[src/rtl/uart_port_ctrl.sv]
// uart_port_ctrl: sequencing controller between the CPU port_out/port_in
// register pair and a byte UART. The CPU issues commands on rising edges of
// port_out bits, the block queues bytes in small FIFOs, runs the UART
// handshakes itself and reports status on port_in.
//
// Ports:
//   clk, rst       block clock, asynchronous active-high reset
//   port_out[7:0]  byte to transmit
//   port_out[8]    rise: push byte into TX FIFO (dropped + tx_drop when full)
//   port_out[9]    rise: pop RX FIFO head
//   port_out[10]   rise: clear rx_ovf and tx_drop
//   port_out[11]   loopback select (only with UART_CTRL_LOOPBACK_EN)
//   port_in        {18'b0, loopback, tx_drop, rx_ovf, tx_idle, tx_full,
//                   rx_valid, rx_head[7:0]}
//   uart_din/uart_wr_en/uart_tx_busy   UART transmit side
//   uart_dout/uart_rdy/uart_rdy_clr    UART receive side
//
// Build option: define UART_CTRL_LOOPBACK_EN to route popped TX bytes
// straight into the RX FIFO while port_out[11] is set.

module uart_port_ctrl #(
    parameter int TX_DEPTH     = 4,
    parameter int RX_DEPTH     = 4,
    parameter int BUSY_TIMEOUT = 3
) (
    input  logic        clk,
    input  logic        rst,
    input  logic [31:0] port_out,
    output logic [31:0] port_in,
    output logic [7:0]  uart_din,
    output logic        uart_wr_en,
    input  logic        uart_tx_busy,
    input  logic [7:0]  uart_dout,
    input  logic        uart_rdy,
    output logic        uart_rdy_clr
);

    localparam int TX_AW = $clog2(TX_DEPTH);
    localparam int RX_AW = $clog2(RX_DEPTH);
    localparam int TMR_W = (BUSY_TIMEOUT > 1) ? $clog2(BUSY_TIMEOUT) : 1;

    typedef enum logic [1:0] {
        T_IDLE,
        T_WAIT_BUSY,
        T_WAIT_DONE
    } tx_state_t;

    typedef enum logic {
        R_IDLE,
        R_CLR
    } rx_state_t;

    tx_state_t tx_state;
    rx_state_t rx_state;

    logic [2:0]       prev;
    logic             cmd_push, cmd_pop, cmd_clr;
    logic             loopback;
    logic             unused_bits;

    logic [7:0]       tx_mem [TX_DEPTH];
    logic [TX_AW:0]   tx_wptr, tx_rptr;
    logic             tx_empty, tx_full;
    logic [7:0]       tx_head;
    logic             tx_push, tx_pop, tx_drop_set;

    logic [7:0]       rx_mem [RX_DEPTH];
    logic [RX_AW:0]   rx_wptr, rx_rptr;
    logic             rx_empty, rx_full;
    logic [7:0]       rx_head;
    logic             rx_push_req, rx_push, rx_pop, rx_ovf_set;
    logic [7:0]       rx_push_data;
    logic             uart_push;

    logic             rx_ovf, tx_drop;
    logic [TMR_W-1:0] tmr;

`ifdef UART_CTRL_LOOPBACK_EN
    assign loopback    = port_out[11];
    assign unused_bits = ^port_out[31:12];
`else
    assign loopback    = 1'b0;
    assign unused_bits = ^port_out[31:11];
`endif

    // Command edge detection
    always_ff @(posedge clk or posedge rst) begin
        if (rst) begin
            prev <= '0;
        end else begin
            prev <= port_out[10:8];
        end
    end

    assign cmd_push = port_out[8]  & ~prev[0];
    assign cmd_pop  = port_out[9]  & ~prev[1];
    assign cmd_clr  = port_out[10] & ~prev[2];

    // FIFO status: pointers carry one extra wrap bit
    assign tx_empty = (tx_wptr == tx_rptr);
    assign tx_full  = (tx_wptr[TX_AW] != tx_rptr[TX_AW]) &&
                      (tx_wptr[TX_AW-1:0] == tx_rptr[TX_AW-1:0]);
    assign tx_head  = tx_mem[tx_rptr[TX_AW-1:0]];

    assign rx_empty = (rx_wptr == rx_rptr);
    assign rx_full  = (rx_wptr[RX_AW] != rx_rptr[RX_AW]) &&
                      (rx_wptr[RX_AW-1:0] == rx_rptr[RX_AW-1:0]);
    assign rx_head  = rx_mem[rx_rptr[RX_AW-1:0]];

    // A pop in the same cycle frees a slot, so a push at full still lands
    assign tx_pop      = (tx_state == T_IDLE) && !tx_empty && (loopback || !uart_tx_busy);
    assign tx_push     = cmd_push && (!tx_full || tx_pop);
    assign tx_drop_set = cmd_push && tx_full && !tx_pop;

    assign uart_push = !loopback && (rx_state == R_IDLE) && uart_rdy;

`ifdef UART_CTRL_LOOPBACK_EN
    assign rx_push_req  = uart_push || (loopback && tx_pop);
    assign rx_push_data = loopback ? tx_head : uart_dout;
`else
    assign rx_push_req  = uart_push;
    assign rx_push_data = uart_dout;
`endif

    assign rx_pop     = cmd_pop && !rx_empty;
    assign rx_push    = rx_push_req && (!rx_full || rx_pop);
    assign rx_ovf_set = rx_push_req && rx_full && !rx_pop;

    // FIFO storage (contents are don't-care while pointers say empty)
    always_ff @(posedge clk) begin
        if (tx_push) begin
            tx_mem[tx_wptr[TX_AW-1:0]] <= port_out[7:0];
        end
        if (rx_push) begin
            rx_mem[rx_wptr[RX_AW-1:0]] <= rx_push_data;
        end
    end

    // Pointers and sticky flags; a set in the same cycle beats a clear
    always_ff @(posedge clk or posedge rst) begin
        if (rst) begin
            tx_wptr <= '0;
            tx_rptr <= '0;
            rx_wptr <= '0;
            rx_rptr <= '0;
            rx_ovf  <= 1'b0;
            tx_drop <= 1'b0;
        end else begin
            if (tx_push) tx_wptr <= tx_wptr + 1'b1;
            if (tx_pop)  tx_rptr <= tx_rptr + 1'b1;
            if (rx_push) rx_wptr <= rx_wptr + 1'b1;
            if (rx_pop)  rx_rptr <= rx_rptr + 1'b1;

            if (tx_drop_set)  tx_drop <= 1'b1;
            else if (cmd_clr) tx_drop <= 1'b0;

            if (rx_ovf_set)   rx_ovf <= 1'b1;
            else if (cmd_clr) rx_ovf <= 1'b0;
        end
    end

    // TX FSM: one wr_en strobe per byte, then track the UART busy window
    always_ff @(posedge clk or posedge rst) begin
        if (rst) begin
            tx_state   <= T_IDLE;
            tmr        <= '0;
            uart_wr_en <= 1'b0;
            uart_din   <= '0;
        end else begin
            uart_wr_en <= 1'b0;
            case (tx_state)
                T_IDLE: begin
                    if (tx_pop && !loopback) begin
                        uart_din   <= tx_head;
                        uart_wr_en <= 1'b1;
                        tmr        <= '0;
                        tx_state   <= T_WAIT_BUSY;
                    end
                end
                T_WAIT_BUSY: begin
                    // Give up waiting for busy after BUSY_TIMEOUT cycles
                    if (uart_tx_busy) begin
                        tx_state <= T_WAIT_DONE;
                    end else if (tmr == TMR_W'(BUSY_TIMEOUT - 1)) begin
                        tx_state <= T_IDLE;
                    end else begin
                        tmr <= tmr + 1'b1;
                    end
                end
                T_WAIT_DONE: begin
                    if (!uart_tx_busy) tx_state <= T_IDLE;
                end
                default: tx_state <= T_IDLE;
            endcase
        end
    end

    // RX FSM: capture once, pulse rdy_clr, wait for rdy to drop
    always_ff @(posedge clk or posedge rst) begin
        if (rst) begin
            rx_state     <= R_IDLE;
            uart_rdy_clr <= 1'b0;
        end else begin
            uart_rdy_clr <= 1'b0;
            case (rx_state)
                R_IDLE: begin
                    if (uart_push) begin
                        uart_rdy_clr <= 1'b1;
                        rx_state     <= R_CLR;
                    end
                end
                R_CLR: begin
                    if (!uart_rdy) rx_state <= R_IDLE;
                end
                default: rx_state <= R_IDLE;
            endcase
        end
    end

    // Status word
    always_comb begin
        port_in       = '0;
        port_in[7:0]  = rx_empty ? 8'h00 : rx_head;
        port_in[8]    = !rx_empty;
        port_in[9]    = tx_full;
        port_in[10]   = tx_empty && (tx_state == T_IDLE);
        port_in[11]   = rx_ovf;
        port_in[12]   = tx_drop;
        port_in[13]   = loopback;
    end

endmodule

[config.mk]
export PLATFORM = sky130hd
export DESIGN_NAME = uart_port_ctrl
export DESIGN_NICKNAME = d
export VERILOG_FILES = /design/src/rtl/uart_port_ctrl.sv
export SDC_FILE = /design/constraint.sdc
export NUM_CORES = 1
export LEC_CHECK = 0
export BUFFER_PORTS_ARGS = -buffer_cell sky130_fd_sc_hd__buf_4
export CAP_MARGIN = 15
export CELL_PAD_IN_SITES_DETAIL_PLACEMENT = 1
export CELL_PAD_IN_SITES_GLOBAL_PLACEMENT = 2
export CORE_MARGIN = 3
export CORE_UTILIZATION = 36
export DETAILED_ROUTE_END_ITERATION = 7
export PLACE_DENSITY_LB_ADDON = 0.3
export SETUP_SLACK_MARGIN = 0.02
export SLEW_MARGIN = 20
export SYNTH_ARGS = -nofsm -noshare
export SYNTH_HDL_FRONTEND = slang
export SYNTH_SLANG_ARGS = --single-unit
[constraint.sdc]
create_clock -name clk -period 1.8 [get_ports clk]
set_input_delay 0 -clock clk [delete_from_list [all_inputs] [get_ports clk]]
set_output_delay 0 -clock clk [all_outputs]
set_load 0.005 [all_outputs]
==> results of run 1 <==
[path summary, 6_finish.rpt]
path                           endpoint   startpoint  slack (ns)
min in group clk                prev[1]  port_out[9]        0.33
max in group asynchronous    rx_rptr[0]          rst        1.16
hold / removal                  prev[0]          rst        0.31
setup / recovery           tx_mem[0][0]  tx_state[1]        0.08
setup reg to reg           tx_mem[0][0]  tx_state[1]        0.08
hold reg to reg                  rx_ovf       rx_ovf        0.50
[cell usage after synthesis (2+ instances only)]
master     n  area [um^2]
a311oi_1   2         17.5
inv_1     12         45.0
nor2b_1    8         50.1
dfrtp_1   32          801
a41oi_1    2         17.5
buf_6      2         22.5
and2_1     7         43.8
xor2_1     9         78.8
a41oi_2    2         32.5
nand2_1    2         7.51
mux4_2     8          180
nand3b_1   2         15.0
mux2_4     8          120
xnor2_1    4         35.0
ha_1      11          138
xnor2_4    2         55.1
buf_4     24          180
edfxtp_1  64         1920
nand2b_1   4         25.0
mux2_2     3         33.8
o21ai_0    2         10.0
mux4_1     8          210
xnor2_2    2         32.5
nand4_1    2         12.5
[cell families (layout without fill, tap and decap cells)]
family	after synthesis	in the layout	synth area share
flops	96	96	0.640
buf+inv	41	116	0.0650
simple gates	31	31	0.0459
mux	29	29	0.133
xor+xnor	17	17	0.0474
compound gates	13	13	0.0353
fa+ha+maj	11	11	0.0324
other cells	1	19	0.000882
[power breakdown]
group / internal, uW / total, uW / switching [uW]
clock network: 978 / 1860 / 885
logic: 1960 / 3420 / 1460
registers: 2860 / 3210 / 352
[final cells by class]
class                   count  area (um^2)
repair buffers             88          791
well taps                 143          179
clock inverters             7         67.6
flip-flops and latches     96         2720
inverters                  12         45.0
fillers                  1116         6100
clock buffers               9          225
multi-input cells         120         1340
[state kept, by name (all words and copies together) (netlist names), 2 cells and up]
register	count
prev	3
rx_mem	32
rx_rptr	3
rx_wptr	3
tmr	2
tx_mem	32
tx_rptr	3
tx_state	2
tx_wptr	3
uart_din	8
[layer usage]
metal / GRT usage / share of wire / vias up
li1: - / - / 1031
met1: 0.146 / 0.42 / 1080
met2: 0.211 / 0.52 / 45
met3: 0.0333 / 0.042 / 9
met4: 0.0540 / 0.016 / 0
met5: 0 / 0 / -
[worst max-delay path, cell delays in order, from the launching register on]
cell     delay, ns
dfrtp_1       0.38
or3_4         0.44
a41oi_4       0.26
and2_1        0.21
buf_12        0.14
[per-stage QoR]
| step | setup slack, ns | total power (uW) |
|---|---|---|
| floorplan | 0.0483 | 5430 |
| global placement | 0.0941 | 6550 |
| detailed placement | 0.0749 | 6660 |
| CTS | 0.00787 | 8620 |
| global route | 0.0164 | 9110 |
| finish | 0.0837 | 8490 |
[what timing repair did]
item | CTS | global route
hold buffers | 22 | 0
endpoints found under the hold margin | 105 | 0
gates cloned | 0 | 0
endpoints found under the setup margin | 9 | 14
resized for setup | 3 | 5
==> impl_metrics.toml, run 1 <==
[run_status]
status = "complete, no violations"

[logic_synthesis]
synth_seq_area_share = 0.640
synth-warning-count = 0
syn_area_um2 = 4250
synth_area_per_cell_um2 = 17.8
synth_edf_count = 64
synthArstFlopShare = 0.333
synth.distinct_cells = 41
synth_seq_cells = 96
synthCells = 239
synth-main-ff-cell = "edfxtp_1"

[sta]
whs_ns = 0.310
finClkSkew_ns = 0.00666
setup_tns_ns = 0
rsz0062_at_grt = "no"
layout_min_cycle_time_ns = 1.72
fmaxAchievable_ghz = 0.583
setup_viol = 0
finalMaxSlewViolations = 0
final_hold_viol_count = 0
fin_crit_sh = 0.954

[setup_path]
required_ns = 1.86
reg2regPathDepth = 4
critical_path_class = "reg2reg"
cp.arrival_ns = 1.78
start_kind = "flop"
path_max_fanout = 8
endpoint_kind = "flop"

[place]
dp.cells = 437
port_buffers = 45
dp_hpwl_um = 4980
postPlaceCellArea_um2 = 4830
place_congestion = 0.700

[global_routing]
grt_pass1_vias = 2312
grt_max_degree = 33
grt_pass1_wl_um = 12100
antenna_found_initial = 0
overflow = 0
track_usage = 0.123

[layout]
drive_above_1_share = 0.349
area_growth_pct = 26.2
fin_util = 0.468
nets = 382
antennaDiodeCount = 0
final_common_cell = "edfxtp_1"
fin_area_um2 = 5370
layout_common_cells = "edfxtp_1, buf_4, dfrtp_1, dlygate4sd3_1, conb_1"
final_cells = 475

[drt]
routed_wirelength_um = 7300
drtIter0Drc = 39
wl_per_cell_um = 15.4
drcViolationCount = 0
drtPass1Iterations = 4
vias = 2165
via_per_inst = 4.56
ant_nets = 0

[floorplan]
core_area_um2 = 11500
rows = 39
fp.dieH_um = 115
pin_count = 86
initial_core_util = 0.371
die-width_um = 115
die-area_um2 = 13200

[cts]
clock-root-buffer = "clkbuf_16"
cts_buffers = 9
clock_latency_ns = 0.34
clock_sinks = 96
cts_tree = "built"
cts_setup_buffers = 0
clock_path_buffers = 2
cts.clk_slew.worst_paths_ns = 0.07
cts_max_level = 3

[power_and_ir_drop]
p_per_area_nw_per_um2 = 1580
vdd_ir_drop_max_mv = 0.638
p_leak_uw = 0.00215

[min_path]
hold_path.class = "in2async"

[job]
cap_violations = 0
Power figures use the tool's default switching activity.
==> run 2, diff against run 1 <==
PLACE_DENSITY_LB_ADDON = 0.1   (was 0.3)
==> impl_metrics.toml, run 2 (same netlist as run 1, synthesis figures left out) <==
[job]
cap_violations = 0

[setup_path]
cp.arrival_ns = 1.93
crit_chain = "buf_4, mux4_1, mux2_4"
path_max_fanout = 5
path_delay_family = "multiplexers"
required_ns = 2.03
crit_slowest_cell = "mux4_1"
path_buf_inv = 1
cpPeakStageDelay_ns = 0.56
endpoint_kind = "flop"
start_kind = "flop"
critical_path_class = "reg2reg"

[global_routing]
grt_pass1_wl_um = 12600
grt_pass1_vias = 2375
track_usage = 0.129
antenna_found_initial = 0
grt_max_degree = 33
overflow = 0

[drt]
wl_per_cell_um = 16.2
ant_nets = 0
drcViolationCount = 0
via_per_inst = 4.59
routed_wirelength_um = 7760
drtIter0Drc = 64
drtPass1Iterations = 4
vias = 2203

[power_and_ir_drop]
p_per_area_nw_per_um2 = 1630
vdd_ir_drop_max_mv = 0.550
p_leak_uw = 0.00218
design_power_total_uw = 8800

[place]
postPlaceCellArea_um2 = 4810
port_buffers = 45
place_congestion = 0.693
dp_hpwl_um = 5200

[layout]
drive_above_1_share = 0.365
nets = 387
n_fill_cell = 1109
antennaDiodeCount = 0
area_growth_pct = 26.8
layout_common_cells = "buf_4, edfxtp_1, dfrtp_1, dlygate4sd3_1, conb_1"
multiInputGateArea_um2 = 1330
fin_area_um2 = 5390
final_common_cell = "buf_4"
ff_latch_area_um2 = 2720

[cts]
clock_sinks = 96
cts_tree = "built"
clock_latency_ns = 0.34
clock_path_buffers = 2
cts_buffers = 9
cts_max_level = 3
cts.clk_slew.worst_paths_ns = 0.07
clock-root-buffer = "clkbuf_16"

[floorplan]
core_area_um2 = 11500
die-area_um2 = 13200
rows = 39
pin_count = 86
initial_core_util = 0.371
fp.dieH_um = 115
die-width_um = 115

[sta]
fin_crit_sh = 0.943
rsz0062_at_grt = "no"
final_hold_viol_count = 0
setup_viol = 0
fmaxAchievable_ghz = 0.589
finClkSkew_ns = 0.00848
layout_min_cycle_time_ns = 1.70
setup_tns_ns = 0
finalMaxSlewViolations = 0

[min_path]
hold_path.class = "in2async"

[run_status]
status = "complete, no violations"
-- run 2: cell types whose count changed in the layout (fill, tap and decap cells not counted) --
| cell | change |
|---|---|
| buf_12 | -4 |
| and2_1 | -3 |
| and2_2 | +2 |
| clkinvlp_4 | -1 |
| buf_4 | +9 |
| and2_4 | +1 |
| inv_8 | -1 |
| bufinv_16 | +2 |
| xnor2_2 | -1 |
| xnor2_1 | +1 |
-- run 2: final cells by class --
type | instances | share of cell area
Sequential cell | 96 | 0.505
Multi-Input combinational cell | 120 | 0.247
Timing Repair Buffer | 93 | 0.144
Clock buffer | 9 | 0.0418
Tap cell | 143 | 0.0332
Clock inverter | 7 | 0.0202
Inverter | 12 | 0.00835
-- run 2: per-stage QoR --
stage                     setup WS, ns  hold WS [ns]  instances  utilization
after global routing            0.0250         0.329        480        0.470
after detailed placement        0.0408         0.124        442        0.420
after CTS                       0.0213         0.305        480        0.470
after global placement          0.0406         0.121        442        0.420
final                            0.102         0.321        480        0.470
after floorplan                 0.0483        0.0314        257            -
-- run 2: path summary, 6_finish.rpt --
path                        startpoint     endpoint  slack (ns)  cells past startpoint
max                         tx_rptr[0]  uart_din[0]        0.10                      3
max reg2reg                 tx_rptr[0]  uart_din[0]        0.10                      3
min in group clk           port_out[9]      prev[1]        0.32                      2
max in group asynchronous          rst   rx_rptr[0]        1.15                      4
min reg2reg                    tx_drop      tx_drop        0.50                      2
min                                rst   rx_rptr[1]        0.32                      4
-- run 2: layer usage --
layer  GRT usage  part of all wire  up-vias
met1       0.155              0.42     1113
met4      0.0681             0.024        0
met5           0                 0        -
met3      0.0206             0.028       12
li1            -                 -     1040
met2       0.222              0.53       38
-- run 2: worst register-to-register path: stages, from the launching register on --
cell     delay [ns]
dfrtp_1        0.53
buf_4          0.24
mux4_1         0.56
mux2_4         0.26
-- run 2: what timing repair did --
action                                 4_1_cts  5_1_grt
gates resized for setup                      6        4
pin swaps                                    0        1
setup endpoints to repair                    9       49
endpoints found under the hold margin      105        0
buffers inserted                             0        0
hold buffers                                22        0
-- run 2: report_power, final --
group          internal [uW]  total (uW)  switching (uW)  leakage, uW
Sequential              2860        3210             356     0.000966
Clock                   1250        2130             884     0.000164
Combinational           1960        3450            1490      0.00105
==> run 3, diff against run 2 <==
CORE_ASPECT_RATIO = 0.6   (was not set)
==> impl_metrics.toml, run 3 (same netlist as run 1, synthesis figures left out) <==
[floorplan]
core_area_um2 = 11400
die-area_um2 = 13200
die-width_um = 146
fp.dieH_um = 90.2
rows = 30
initial_core_util = 0.373
pin_count = 86

[sta]
finalMaxSlewViolations = 0
finClkSkew_ns = 0.00947
setup_tns_ns = 0
whs_ns = 0.323
layout_min_cycle_time_ns = 1.72
final_hold_viol_count = 0
rsz0062_at_grt = "yes"
fmaxAchievable_ghz = 0.581
setup_viol = 0
fin_crit_sh = 0.956

[setup_path]
timing.rr.end = "tx_mem[1][2]"
cp.arrival_ns = 1.72
start_kind = "flop"
cpPeakStageDelay_ns = 0.49
required_ns = 1.80
endpoint_kind = "primary output"
rrSetupSlack_ns = 0.11
crit_slowest_cell = "mux4_2"
critical_path_class = "reg2out"
reg2regPathDepth = 5
crit_chain = "buf_12, mux4_2, nor2b_2, buf_4"
r2r-start = "tx_wptr[0]"
path_max_fanout = 9

[layout]
nets = 394
antennaDiodeCount = 0
final_common_cell = "buf_4"
area_growth_pct = 30.7
drive_above_1_share = 0.392
fin_area_um2 = 5560
layout_common_cells = "buf_4, edfxtp_1, dfrtp_1, dlygate4sd3_1, conb_1"
final_cells = 504

[power_and_ir_drop]
p_sw_frac = 0.307
seqPwrFrac = 0.353
p_switching_uw = 2820
p_per_area_nw_per_um2 = 1650
design_power_total_uw = 9160
p_int_uw = 6350
pwr-share-clk = 0.222
p_leak_uw = 0.00223
pwr-share-comb = 0.426
vdd_ir_drop_max_mv = 0.586

[min_path]
hold_end = "prev[1]"
min_from = "port_out[9]"
holdPathStages = 2
hold_path.class = "in2reg"

[drt]
ant_nets = 0
via_per_inst = 4.48
drcViolationCount = 0
drtPass1Iterations = 4
wl_per_cell_um = 16.6
drtIter0Drc = 100
routed_wirelength_um = 8390
vias = 2260

[place]
port_buffers = 45
place_congestion = 0.704
dp_hpwl_um = 5780
postPlaceCellArea_um2 = 4920
dp.cells = 460

[cts]
clock_sinks = 96
clock-root-buffer = "clkbuf_16"
cts_max_level = 3
clock_path_buffers = 2
cts_buffers = 9
cts.clk_slew.worst_paths_ns = 0.07
clock_latency_ns = 0.34
cts_tree = "built"

[job]
cap_violations = 0

[global_routing]
grt_max_degree = 33
overflow = 0
track_usage = 0.132
antenna_found_initial = 0
grt_pass1_vias = 2373
grt_pass1_wl_um = 13200

[run_status]
status = "complete, no violations"
## run 3: cell types whose count changed in the layout (fill, tap and decap cells not counted), sizes merged
| cell | delta |
|---|---|
| buf | +7 |
| inv | -3 |
| clkinv | +2 |
| clkinvlp | +1 |
## run 3: layout make-up
cell class,instances,area (um^2)
Timing Repair Buffer,100,922
Sequential cell,96,2730
Multi-Input combinational cell,120,1340
Clock buffer,9,225
Inverter,12,45.0
Tap cell,160,200
Clock inverter,7,95.1
Fill cell,1131,5850
## run 3: stage by stage
step	setup WS, ns	util
floorplan	0.0483	-
global placement	0.0889	0.431
detailed placement	0.0512	0.431
CTS	0.0291	0.479
global route	0.00537	0.487
finish	0.0784	0.487
## run 3: layer usage
| metal | part of all wire | GRT usage | routed length (um) |
|---|---|---|---|
| met4 | 0.013 | 0.0423 | 106 |
| met2 | 0.42 | 0.183 | 3510 |
| met1 | 0.52 | 0.197 | 4340 |
| met5 | 0 | 0 | 0 |
| met3 | 0.052 | 0.0388 | 432 |
## run 3: power by group through the flow
stage,clock network [uW],logic (uW),registers [uW]
detailed placement,0,3550,3270
floorplan,0,2270,3160
global placement,0,3490,3250
CTS,2100,3630,3240
global route,2190,4260,3300
finish,2030,3900,3230
## run 3: worst max path at each step
stage	startpoint	to	slack, ns	cells past startpoint
2_1_floorplan	tx_state[1]	tx_mem[2][0]	0.05	3
3_3_place_gp	tx_state[1]	tx_mem[1][0]	0.09	4
3_5_place_dp	tx_state[1]	tx_mem[1][0]	0.05	4
4_1_cts	rx_wptr[0]	port_in[2]	0.03	6
5_1_grt	rx_rptr[0]	port_in[2]	0.005	4
6_report	rx_rptr[0]	port_in[2]	0.08	4
## run 3: worst max-delay path: cells and delay by family, from the launching register on
kind	cells	cell delay (ns)
buffers and inverters	2	0.29
multiplexers	1	0.49
AND/OR/NAND/NOR	1	0.17
flip-flops	1	0.43
## run 3: repair_timing
| action | CTS | global route |
|---|---|---|
| hold endpoints to repair | 102 | 0 |
| endpoints found under the setup margin | 8 | 42 |
| hold buffers | 22 | 0 |
| setup buffers | 0 | 5 |
| gates resized for setup | 4 | 13 |
| gates cloned | 0 | 1 |
| pin swaps | 0 | 3 |
